$ cat config.mk
export PLATFORM = sky130hd
export DESIGN_NAME = temp_stats_logger_flat
export DESIGN_NICKNAME = d
export VERILOG_FILES = /design/src/rtl/temp_stats_logger_if.sv /design/src/rtl/temp_stats_logger.sv /design/src/flat_wrapper.sv
export SDC_FILE = /design/constraint.sdc
export NUM_CORES = 1
export LEC_CHECK = 0
export ABC_AREA = 1
export BUFFER_PORTS_ARGS = -buffer_cell sky130_fd_sc_hd__buf_2
export CAP_MARGIN = 25
export CELL_PAD_IN_SITES_DETAIL_PLACEMENT = 0
export CELL_PAD_IN_SITES_GLOBAL_PLACEMENT = 1
export CORE_AREA = 2 2 159 161
export CTS_BUF_LIST = sky130_fd_sc_hd__clkbuf_8
export DETAILED_ROUTE_END_ITERATION = 8
export DIE_AREA = 0 0 161 163
export GPL_TIMING_DRIVEN = 0
export MAX_ROUTING_LAYER = met4
export PLACE_DENSITY = 0.74
export SYNTH_ARGS = -nofsm -noshare
export SYNTH_HDL_FRONTEND = slang
export SYNTH_SLANG_ARGS = --single-unit
$ cat constraint.sdc
create_clock -name CLK100MHZ -period 2.2 [get_ports CLK100MHZ]
set_input_delay 0.44 -clock CLK100MHZ [delete_from_list [all_inputs] [get_ports CLK100MHZ]]
set_output_delay 0.44 -clock CLK100MHZ [all_outputs]
set_load 0.005 [all_outputs]
$ cat src/rtl/temp_stats_logger_if.sv
// BRAM port bundle between temp_stats_logger (master) and the
// single-port temperature history BRAM (slave).
// Signals: bram_we, bram_addr, bram_din (to BRAM), bram_dout (from BRAM,
// valid one cycle after the address is presented).
interface temp_stats_logger_if #(
    parameter int ADDR_W = 8
);
    logic              bram_we;
    logic [ADDR_W-1:0] bram_addr;
    logic [7:0]        bram_din;
    logic [7:0]        bram_dout;

    modport master (
        output bram_we,
        output bram_addr,
        output bram_din,
        input  bram_dout
    );

    modport slave (
        input  bram_we,
        input  bram_addr,
        input  bram_din,
        output bram_dout
    );
endinterface

$ cat src/rtl/temp_stats_logger.sv
// Periodic temperature logger: writes a circular history into BRAM, then
// rescans it and publishes floor-average, max and min of the window.
// Ports: CLK100MHZ/CPU_RESETN clock and async active-low reset; f_data,
// log_en inputs; bram (master modport); ave_temp, max_temp, min_temp,
// sample_count, stats_valid, busy status outputs.
module temp_stats_logger #(
    parameter int SAMPLE_PERIOD = 100_000_000,
    parameter int ADDR_W        = 8,
    parameter int DEPTH         = 256
) (
    input  logic                CLK100MHZ,
    input  logic                CPU_RESETN,
    input  logic [7:0]          f_data,
    input  logic                log_en,
    temp_stats_logger_if.master bram,
    output logic [7:0]          ave_temp,
    output logic [7:0]          max_temp,
    output logic [7:0]          min_temp,
    output logic [ADDR_W:0]     sample_count,
    output logic                stats_valid,
    output logic                busy
);
    localparam int TW = $clog2(SAMPLE_PERIOD);
    localparam int SW = 8 + ADDR_W;
    localparam int CW = $clog2(SW);

    typedef enum logic [2:0] {
        S_IDLE, S_WRITE, S_SCAN, S_DIV, S_UPDATE
    } state_t;

    state_t            state_q, state_d;
    logic [7:0]        sync1_q, sync1_d, sync2_q, sync2_d;
    logic [TW-1:0]     timer_q, timer_d;
    logic              pend_q, pend_d;
    logic [7:0]        sample_q, sample_d;
    logic [ADDR_W-1:0] wr_ptr_q, wr_ptr_d;
    logic [ADDR_W:0]   count_q, count_d;
    logic [ADDR_W:0]   idx_q, idx_d;
    logic [SW-1:0]     sum_q, sum_d;
    logic [7:0]        rmax_q, rmax_d, rmin_q, rmin_d;
    logic [ADDR_W+1:0] rem_q, rem_d;
    logic [SW-1:0]     div_q, div_d;
    logic [CW-1:0]     dcnt_q, dcnt_d;
    logic [7:0]        ave_q, ave_d, maxo_q, maxo_d;
    logic [7:0]        mino_q, mino_d;
    logic [ADDR_W:0]   cnto_q, cnto_d;

    logic              tick;
    logic [ADDR_W+1:0] rem_sh, cnt_ext, rem_n;
    logic [SW-1:0]     div_n;
    logic              ge;

    always_ff @(posedge CLK100MHZ or negedge CPU_RESETN) begin
        if (!CPU_RESETN) begin
            state_q  <= S_IDLE;
            sync1_q  <= '0;
            sync2_q  <= '0;
            timer_q  <= '0;
            pend_q   <= 1'b0;
            sample_q <= '0;
            wr_ptr_q <= '0;
            count_q  <= '0;
            idx_q    <= '0;
            sum_q    <= '0;
            rmax_q   <= '0;
            rmin_q   <= '0;
            rem_q    <= '0;
            div_q    <= '0;
            dcnt_q   <= '0;
            ave_q    <= '0;
            maxo_q   <= '0;
            mino_q   <= '0;
            cnto_q   <= '0;
        end else begin
            state_q  <= state_d;
            sync1_q  <= sync1_d;
            sync2_q  <= sync2_d;
            timer_q  <= timer_d;
            pend_q   <= pend_d;
            sample_q <= sample_d;
            wr_ptr_q <= wr_ptr_d;
            count_q  <= count_d;
            idx_q    <= idx_d;
            sum_q    <= sum_d;
            rmax_q   <= rmax_d;
            rmin_q   <= rmin_d;
            rem_q    <= rem_d;
            div_q    <= div_d;
            dcnt_q   <= dcnt_d;
            ave_q    <= ave_d;
            maxo_q   <= maxo_d;
            mino_q   <= mino_d;
            cnto_q   <= cnto_d;
        end
    end

    // One restoring-division step: shift in the next dividend bit,
    // subtract the divisor when it fits, shift the quotient bit in.
    always_comb begin
        rem_sh  = (rem_q << 1) | (ADDR_W+2)'(div_q[SW-1]);
        cnt_ext = {1'b0, count_q};
        ge      = (rem_sh >= cnt_ext);
        rem_n   = ge ? (rem_sh - cnt_ext) : rem_sh;
        div_n   = {div_q[SW-2:0], ge};
    end

    always_comb begin
        state_d  = state_q;
        sync1_d  = f_data;
        sync2_d  = sync1_q;
        pend_d   = pend_q;
        sample_d = sample_q;
        wr_ptr_d = wr_ptr_q;
        count_d  = count_q;
        idx_d    = idx_q;
        sum_d    = sum_q;
        rmax_d   = rmax_q;
        rmin_d   = rmin_q;
        rem_d    = rem_q;
        div_d    = div_q;
        dcnt_d   = dcnt_q;
        ave_d    = ave_q;
        maxo_d   = maxo_q;
        mino_d   = mino_q;
        cnto_d   = cnto_q;
        bram.bram_we   = 1'b0;
        bram.bram_addr = '0;
        bram.bram_din  = '0;

        tick    = log_en && (timer_q == TW'(SAMPLE_PERIOD - 1));
        timer_d = (!log_en || tick) ? '0 : timer_q + 1'b1;

        if (tick && state_q != S_IDLE)
            pend_d = 1'b1;

        unique case (state_q)
            S_IDLE: begin
                if (tick || pend_q) begin
                    sample_d = sync2_q;
                    // A tick coinciding with a consumed pending
                    // request is kept as the next pending one.
                    pend_d   = pend_q && tick;
                    state_d  = S_WRITE;
                end
            end
            S_WRITE: begin
                bram.bram_we   = 1'b1;
                bram.bram_addr = wr_ptr_q;
                bram.bram_din  = sample_q;
                wr_ptr_d = wr_ptr_q + 1'b1;
                if (count_q != (ADDR_W+1)'(DEPTH))
                    count_d = count_q + 1'b1;
                idx_d   = '0;
                sum_d   = '0;
                rmax_d  = 8'h00;
                rmin_d  = 8'hFF;
                state_d = S_SCAN;
            end
            S_SCAN: begin
                // Address leads data by one cycle; idx 0 only
                // issues a read, idx == count only accumulates.
                if (idx_q < count_q)
                    bram.bram_addr = idx_q[ADDR_W-1:0];
                if (idx_q != '0) begin
                    sum_d = sum_q + SW'(bram.bram_dout);
                    if (bram.bram_dout > rmax_q)
                        rmax_d = bram.bram_dout;
                    if (bram.bram_dout < rmin_q)
                        rmin_d = bram.bram_dout;
                end
                idx_d = idx_q + 1'b1;
                if (idx_q == count_q) begin
                    div_d   = sum_d;
                    rem_d   = '0;
                    dcnt_d  = '0;
                    state_d = S_DIV;
                end
            end
            S_DIV: begin
                rem_d  = rem_n;
                div_d  = div_n;
                dcnt_d = dcnt_q + 1'b1;
                if (dcnt_q == CW'(SW - 1)) begin
                    // Results land together with the pulse.
                    ave_d   = div_n[7:0];
                    maxo_d  = rmax_q;
                    mino_d  = rmin_q;
                    cnto_d  = count_q;
                    state_d = S_UPDATE;
                end
            end
            S_UPDATE: state_d = S_IDLE;
            default:  state_d = S_IDLE;
        endcase
    end

    assign ave_temp     = ave_q;
    assign max_temp     = maxo_q;
    assign min_temp     = mino_q;
    assign sample_count = cnto_q;
    assign stats_valid  = (state_q == S_UPDATE);
    assign busy         = (state_q != S_IDLE);
endmodule
$ cat src/flat_wrapper.sv
// flat-port wrapper written by rule: the top's interface ports become plain ports
module temp_stats_logger_flat 
#(
    parameter int SAMPLE_PERIOD = 100_000_000,
    parameter int ADDR_W        = 8,
    parameter int DEPTH         = 256
)
  (CLK100MHZ, CPU_RESETN, f_data, log_en, ave_temp, max_temp, min_temp, sample_count, stats_valid, busy, bram_bram_we, bram_bram_addr, bram_bram_din, bram_bram_dout);
  temp_stats_logger_if #(.ADDR_W(ADDR_W)) bram_i ();
  input  logic CLK100MHZ;
  input  logic CPU_RESETN;
  input  logic [7:0] f_data;
  input  logic log_en;
  output logic [7:0] ave_temp;
  output logic [7:0] max_temp;
  output logic [7:0] min_temp;
  output logic [ADDR_W:0] sample_count;
  output logic stats_valid;
  output logic busy;
  output wire logic [$bits(bram_i.bram_we)-1:0] bram_bram_we;
  output wire logic [$bits(bram_i.bram_addr)-1:0] bram_bram_addr;
  output wire logic [$bits(bram_i.bram_din)-1:0] bram_bram_din;
  input wire logic [$bits(bram_i.bram_dout)-1:0] bram_bram_dout;
  assign bram_bram_we = bram_i.bram_we;
  assign bram_bram_addr = bram_i.bram_addr;
  assign bram_bram_din = bram_i.bram_din;
  assign bram_i.bram_dout = bram_bram_dout;
  temp_stats_logger #(.SAMPLE_PERIOD(SAMPLE_PERIOD), .ADDR_W(ADDR_W), .DEPTH(DEPTH)) u_core (.CLK100MHZ(CLK100MHZ), .CPU_RESETN(CPU_RESETN), .f_data(f_data), .log_en(log_en), .bram(bram_i), .ave_temp(ave_temp), .max_temp(max_temp), .min_temp(min_temp), .sample_count(sample_count), .stats_valid(stats_valid), .busy(busy));
endmodule
* After elaboration in Yosys (flattened, before gate mapping)
Cells that the tools add are included.
** Operators by class
- $add $sub $neg :: 7
- Eq/ne operators :: 14
- Magnitude comparators :: 4
- Reduce and logical (&&, ||, !) cells :: 18
- Bitwise operators :: 1
- Muxes and demuxes :: 28
** Operators with widths (number)
- 16-bit case mux with 2 select lines :: 2
- 8-bit two-way mux :: 6
- 8-bit case mux with 2 select lines :: 3
- 9-bit case mux with 2 select lines :: 2
- 16-bit two-way mux :: 2
- 27-bit by 1-bit adder with 27-bit output (second input constant) :: 1
- 27-bit equality test (second input constant) :: 1
- 27-bit two-way mux :: 1
- 9-bit by 1-bit adder with 9-bit output (second input constant) :: 2
- 9-bit two-way mux :: 2
- 16-bit by 8-bit adder with 16-bit output :: 1
- 2-bit by 1-bit != test with 1-bit output (second input constant) :: 6
- 3-bit case mux with 4 select lines :: 1
- 10-bit by 9-bit >= comparator with 1-bit output :: 1
- 10-bit by 1-bit OR with 10-bit output :: 1
- 9-bit equality test :: 1
- 9-bit < comparator :: 1
- 3-bit two-way mux :: 3
- 9-bit != test (second input constant) :: 1
- 3-bit AND reduction :: 3
- 9-bit nonzero test :: 1
- 9-bit subtractor :: 1
- 8-bit by 1-bit adder with 8-bit output (second input constant) :: 1
- 8-bit greater-than comparator :: 1
- other kinds (16) :: 27
** Storage, ports and cells
- Input port bits :: 19
- Flip-flop bits (word level) :: 175

* Depth between registers and ports, before layout
- Depth after elaboration :: 6
- Mapped depth :: 14
- Gate-level depth less buffers :: 13

* Worst setup path before layout
OpenSTA, ideal clock, no wires.
- Kind :: register to register
- Start point :: register u_core.count_q[0]
- End point :: register u_core.rem_q[2]
- Stages on the path, launching flop included :: 14
- Data arrival time :: 1.754 ns
- Setup slack :: 0.328 ns
- Required time :: 2.082 ns
- Path buffers :: 1
- Cell sequence :: dfrtp_1 -> ha_1 -> fa_1 -> nor2_1 -> nor2_1 -> inv_1 -> nand2_1 -> nand2_1 -> nand2_1 -> nand2_1 -> buf_2 -> nand2_1 -> nand3_1 -> nand2_1
** Between the ends
- Word-level cells in the longest chain between the ends :: 3
- Elaborated cells between the ends (all ways) :: 7
- Classes of those cells :: add/sub: 1; order compare: 1; eq/ne: 2; mux: 2; reduce/logical: 1
** RTL lines
- from (decl) :: line temp_stats_logger.sv:37 : logic [ADDR_W:0] count_q, count_d;
- from (signal assigned) :: line temp_stats_logger.sv:82 : count_q <= count_d;
- 9-bit subtractor (tied with other cells) :: line temp_stats_logger.sv:103 : rem_n = ge ? (rem_sh - cnt_ext) : rem_sh;
- 9-bit two-way mux / 2-bit by 1-bit != test with 1-bit output (equally long branches)
- 9-bit case mux with 2 select lines / 2-bit AND reduction (equally long branches)
- to (signal assigned) :: line temp_stats_logger.sv:87 : rem_q <= rem_d;
- to (decl) :: line temp_stats_logger.sv:41 : logic [ADDR_W+1:0] rem_q, rem_d;
Parallel ways exist; a longest one is shown, timed or not.
A chain may end at the register's enable or synchronous reset.

* Final worst setup path
- Start point :: register u_core.idx_q[6]
- End point :: output bram_bram_addr[3]
** Between the ends
- Word-level cells in the longest chain between the ends :: 3
** RTL lines
- from (decl) :: line temp_stats_logger.sv:38 : logic [ADDR_W:0] idx_q, idx_d;
- from (signal assigned) :: line temp_stats_logger.sv:83 : idx_q <= idx_d;
- 9-bit < comparator :: line temp_stats_logger.sv:162 : if (idx_q < count_q)
- 8-bit two-way mux :: line temp_stats_logger.sv:162
- 8-bit case mux with 2 select lines :: line temp_stats_logger.sv:136 : unique case (state_q)
- to (decl) :: line flat_wrapper.sv:21 : output wire logic [$bits(bram_i.bram_addr)-1:0] bram_bram_addr;
Every way passes these cells.

==> out/results.tsv <==
stage	metric	value	unit
final_layout	Area Overhead vs Synth	17.5	%
place	port buffer count	70	
place	GPL Wtd Cong	0.838	
cts	root buffer cell	clkbuf_8	
route	remaining antenna violation count after routing	0	
global_routing	largest net degree at the start of global routing	109	
logic_synthesis	main area contributors after synthesis	dfrtp_1 45%, nand2_1 15%, inv_1 6.5%	
place	post-DP HPWL	18.7	mm
logic_synthesis	post-synth top area cell	dfrtp_1	
critical_path	Worst setup EP type	primary output	
cts	Clock Tree Buf Depth	2	
critical_path	CP max FO	5	
logic_synthesis	Syn Inst Count	1258	
logic_synthesis	share of Yosys cell area claimed by the top area cell type	45.4	%
final_layout	ant diodes	0	
logic_synthesis	Yosys cell types	40	
route	DRC Markers	0	
run_status	failing checks	setup timing	
sta	Setup Viol. Count Final	8	
logic_synthesis	Seq/Total Area, Yosys	45.4	%
sta	Fin Hold WS	0.0687	ns
global_routing	vias in the first global route	8120	
power_and_ir_drop	worst vdd ir	317	uV
final_layout	final core utilization	45.9	%
die	Top Ports	71	
sta	final hold vios	0	
route	via count	8368	
sta	fin crit share	113	%
global_routing	grt ovf	0	
die	Initial Util	39.1	%
die	Site Rows	58	
sta	Final Max Tran Viols	0	
cts	htree depth	4	
sta	RSZ-0062 raised after global routing	yes	
die	Die Span Y	163	um
power_and_ir_drop	Power Total	7.31	mW
route	Initial DRT Pass Iterations	5	
route	Vias/cell	4.87	
logic_synthesis	Synth Register Bits	175	
run_status	outcome	complete, but fails checks	
logic_synthesis	yosys warns	0	
sta	clock skew	0.0130	ns
sta	Slew HR	61.1	%
final_layout	layout cells sized above 1	16.4	%
route	Post-Route WL	25.3	mm
power_and_ir_drop	leakage	5.71	nW
global_routing	first-pass GRT wire length	41.4	mm
die	die width	161	um
logic_synthesis	ys flop type	dfrtp_1	
global_routing	GR Util All Layers	20.5	%
critical_path	Worst setup SP type	register	
final_layout	Layout Cells excl Fill	1720	
critical_path	arrival time worst endpoint	2.04	ns
sta	FMAX	0.403	GHz
logic_synthesis	async set-reset flop share out of synthesis	100	%
flow_run	max_cap viols	0	
cts	clk_lat worst skew	0.47	ns
logic_synthesis	Post-synth EDFFs	0	
worst_hold_path	HP Class	input port to register	
cts	CTS clk-pin slew, worst paths	0.10	ns
global_routing	initial antenna violation count	0	
logic_synthesis	Syn Area/Cell	7.67	sq um
cts	clk sinks	175	
place	placed cells	1659	
power_and_ir_drop	PwrDens	645	nW/um^2
sta	Setup WS post-layout	-0.280	ns
route	DR iter-0 viols	484	
final_layout	NumNets Final	1446	
die	die area	26200	sq um
critical_path	Crit Path Category	register to primary output	
logic_synthesis	Post-Syn Nets	1327	
cts	Num CTS Buffers	17	
cts	CTS tree	built	
route	Wirelength per Cell	14.7	um
sta	minimum clock period	2.48	ns
sta	Worst Max-Slew Pin Slew	0.583	ns
logic_synthesis	Mapped Area	9650	sq um
critical_path	Req. time, crit path	1.76	ns
die	total core area	24700	sq um
==> area by class of cell <==
type,count,area [sq um]
multi-input cells,883,4740
fillers,2479,13300
inverters,174,663
plain buffers,25,139
repair buffers,101,616
flip-flops and latches,175,4380
clock inverters,15,148
well taps,330,413
clock buffers,17,234
==> power by group <==
| group | internal (mW) | switching, mW |
|---|---|---|
| Clock | 0.845 | 1.38 |
| Sequential | 3.43 | 0.158 |
| Combinational | 0.606 | 0.881 |
==> flip-flops by register name (all words and copies together), names as in the netlist <==
name,flops
u_core.ave_temp,8
u_core.count_q,9
u_core.dcnt_q,4
u_core.div_q,16
u_core.idx_q,9
u_core.max_temp,8
u_core.min_temp,8
u_core.pend_q,1
u_core.rem_q,9
u_core.rmax_q,8
u_core.rmin_q,8
u_core.sample_count,9
u_core.sample_q,8
u_core.state_q,3
u_core.sum_q,16
u_core.sync1_q,8
u_core.sync2_q,8
u_core.timer_q,27
u_core.wr_ptr_q,8
==> Yosys cell counts (2+ instances only) <==
cell / number
o211ai_1: 4
o31ai_1: 6
o21ai_0: 72
fa_1: 2
buf_2: 13
nor2_1: 116
nor4_1: 2
nand3_1: 96
or2_2: 6
inv_1: 166
buf_1: 4
nand2_2: 6
nand2_4: 2
o22ai_1: 16
inv_2: 7
clkbuf_1: 8
o21a_1: 4
nor3b_1: 2
xnor2_1: 3
nand3b_1: 12
nand4_1: 19
nor3_1: 22
xor2_1: 21
dfrtp_1: 175
o21bai_1: 6
a21oi_1: 27
nand2_1: 381
ha_1: 48
==> cells in the final DEF, fill, tap and decap left out, types with 19 or more instances in the layout <==
cell,Yosys,final
ha_1,48,40
buf_4,0,30
nor2_1,116,110
inv_1,166,156
xor2_1,21,21
buf_2,13,80
nand3_1,96,89
nand4_1,19,19
dfrtp_1,175,171
nor3_1,22,21
a21oi_1,27,23
o21ai_0,72,65
nand2_1,381,378
==> stage by stage <==
step                setup slack (ns)  cell area, sq um  TNS [ns]
floorplan                      0.328              9650         0
global placement               -2.28             10400   -396.06
detailed placement            -0.165             10400     -1.10
CTS                           -0.294             11200     -2.19
global route                  -0.435             11300     -3.31
finish                        -0.280             11300     -2.11
==> repair_timing <==
action                                  in CTS  in global routing
endpoints found under the setup margin      35                 93
hold buffers                                 1                  0
resized for setup                           49                 38
setup buffers                               21                  8
pin swaps                                    6                  8
endpoints found under the hold margin       67                  0
==> kinds of logic (layout without fill, tap and decap cells) <==
group           after synthesis  in the layout  synth area share, %
simple gates                668            668                 29.4
buf+inv                     200            332                 8.03
fa+ha+maj                    50             50                 6.64
compound gates              141            141                 8.31
xor+xnor                     24             24                 2.18
flops                       175            175                 45.4
==> worst paths after layout <==
| check | depth (start not counted) | slack (ns) | start | to |
|---|---|---|---|---|
| worst max-delay path | 9 | -0.28 | u_core.idx_q[6]$_DFFE_PN0P_ | bram_bram_addr[3] |
| worst min-delay path | 1 | 0.07 | f_data[2] | u_core.sync1_q[2]$_DFF_PN0_ |
| worst max register to register | 12 | 0.15 | u_core.count_q[5]$_DFFE_PN0P_ | u_core.rem_q[7]$_DFFE_PN0P_ |
| worst min register to register | 0 | 0.36 | u_core.sync1_q[4]$_DFF_PN0_ | u_core.sync2_q[4]$_DFF_PN0_ |
| max in group asynchronous | 3 | 0.77 | CPU_RESETN | u_core.idx_q[4]$_DFFE_PN0P_ |
| min in group asynchronous | 2 | 0.50 | CPU_RESETN | u_core.timer_q[13]$_DFF_PN0_ |
==> per-layer routing <==
metal	global-route usage, %	up-vias	wire [um]
met2	33.8	125	12000
met5	-	-	0
li1	-	4265	-
met1	26.8	3962	12200
met3	3.51	16	811
met4	4.22	0	272
==> critical path, cell delays in order (launching register included) <==
cell     delay, ns
dfrtp_1       0.45
ha_4          0.32
nand2_4       0.07
nor2_4        0.10
nand4_1       0.13
nand3_4       0.17
inv_4         0.07
nand3_2       0.07
o21ai_2       0.06
buf_2         0.13
No activity file was read; power rests on OpenSTA's default activity.
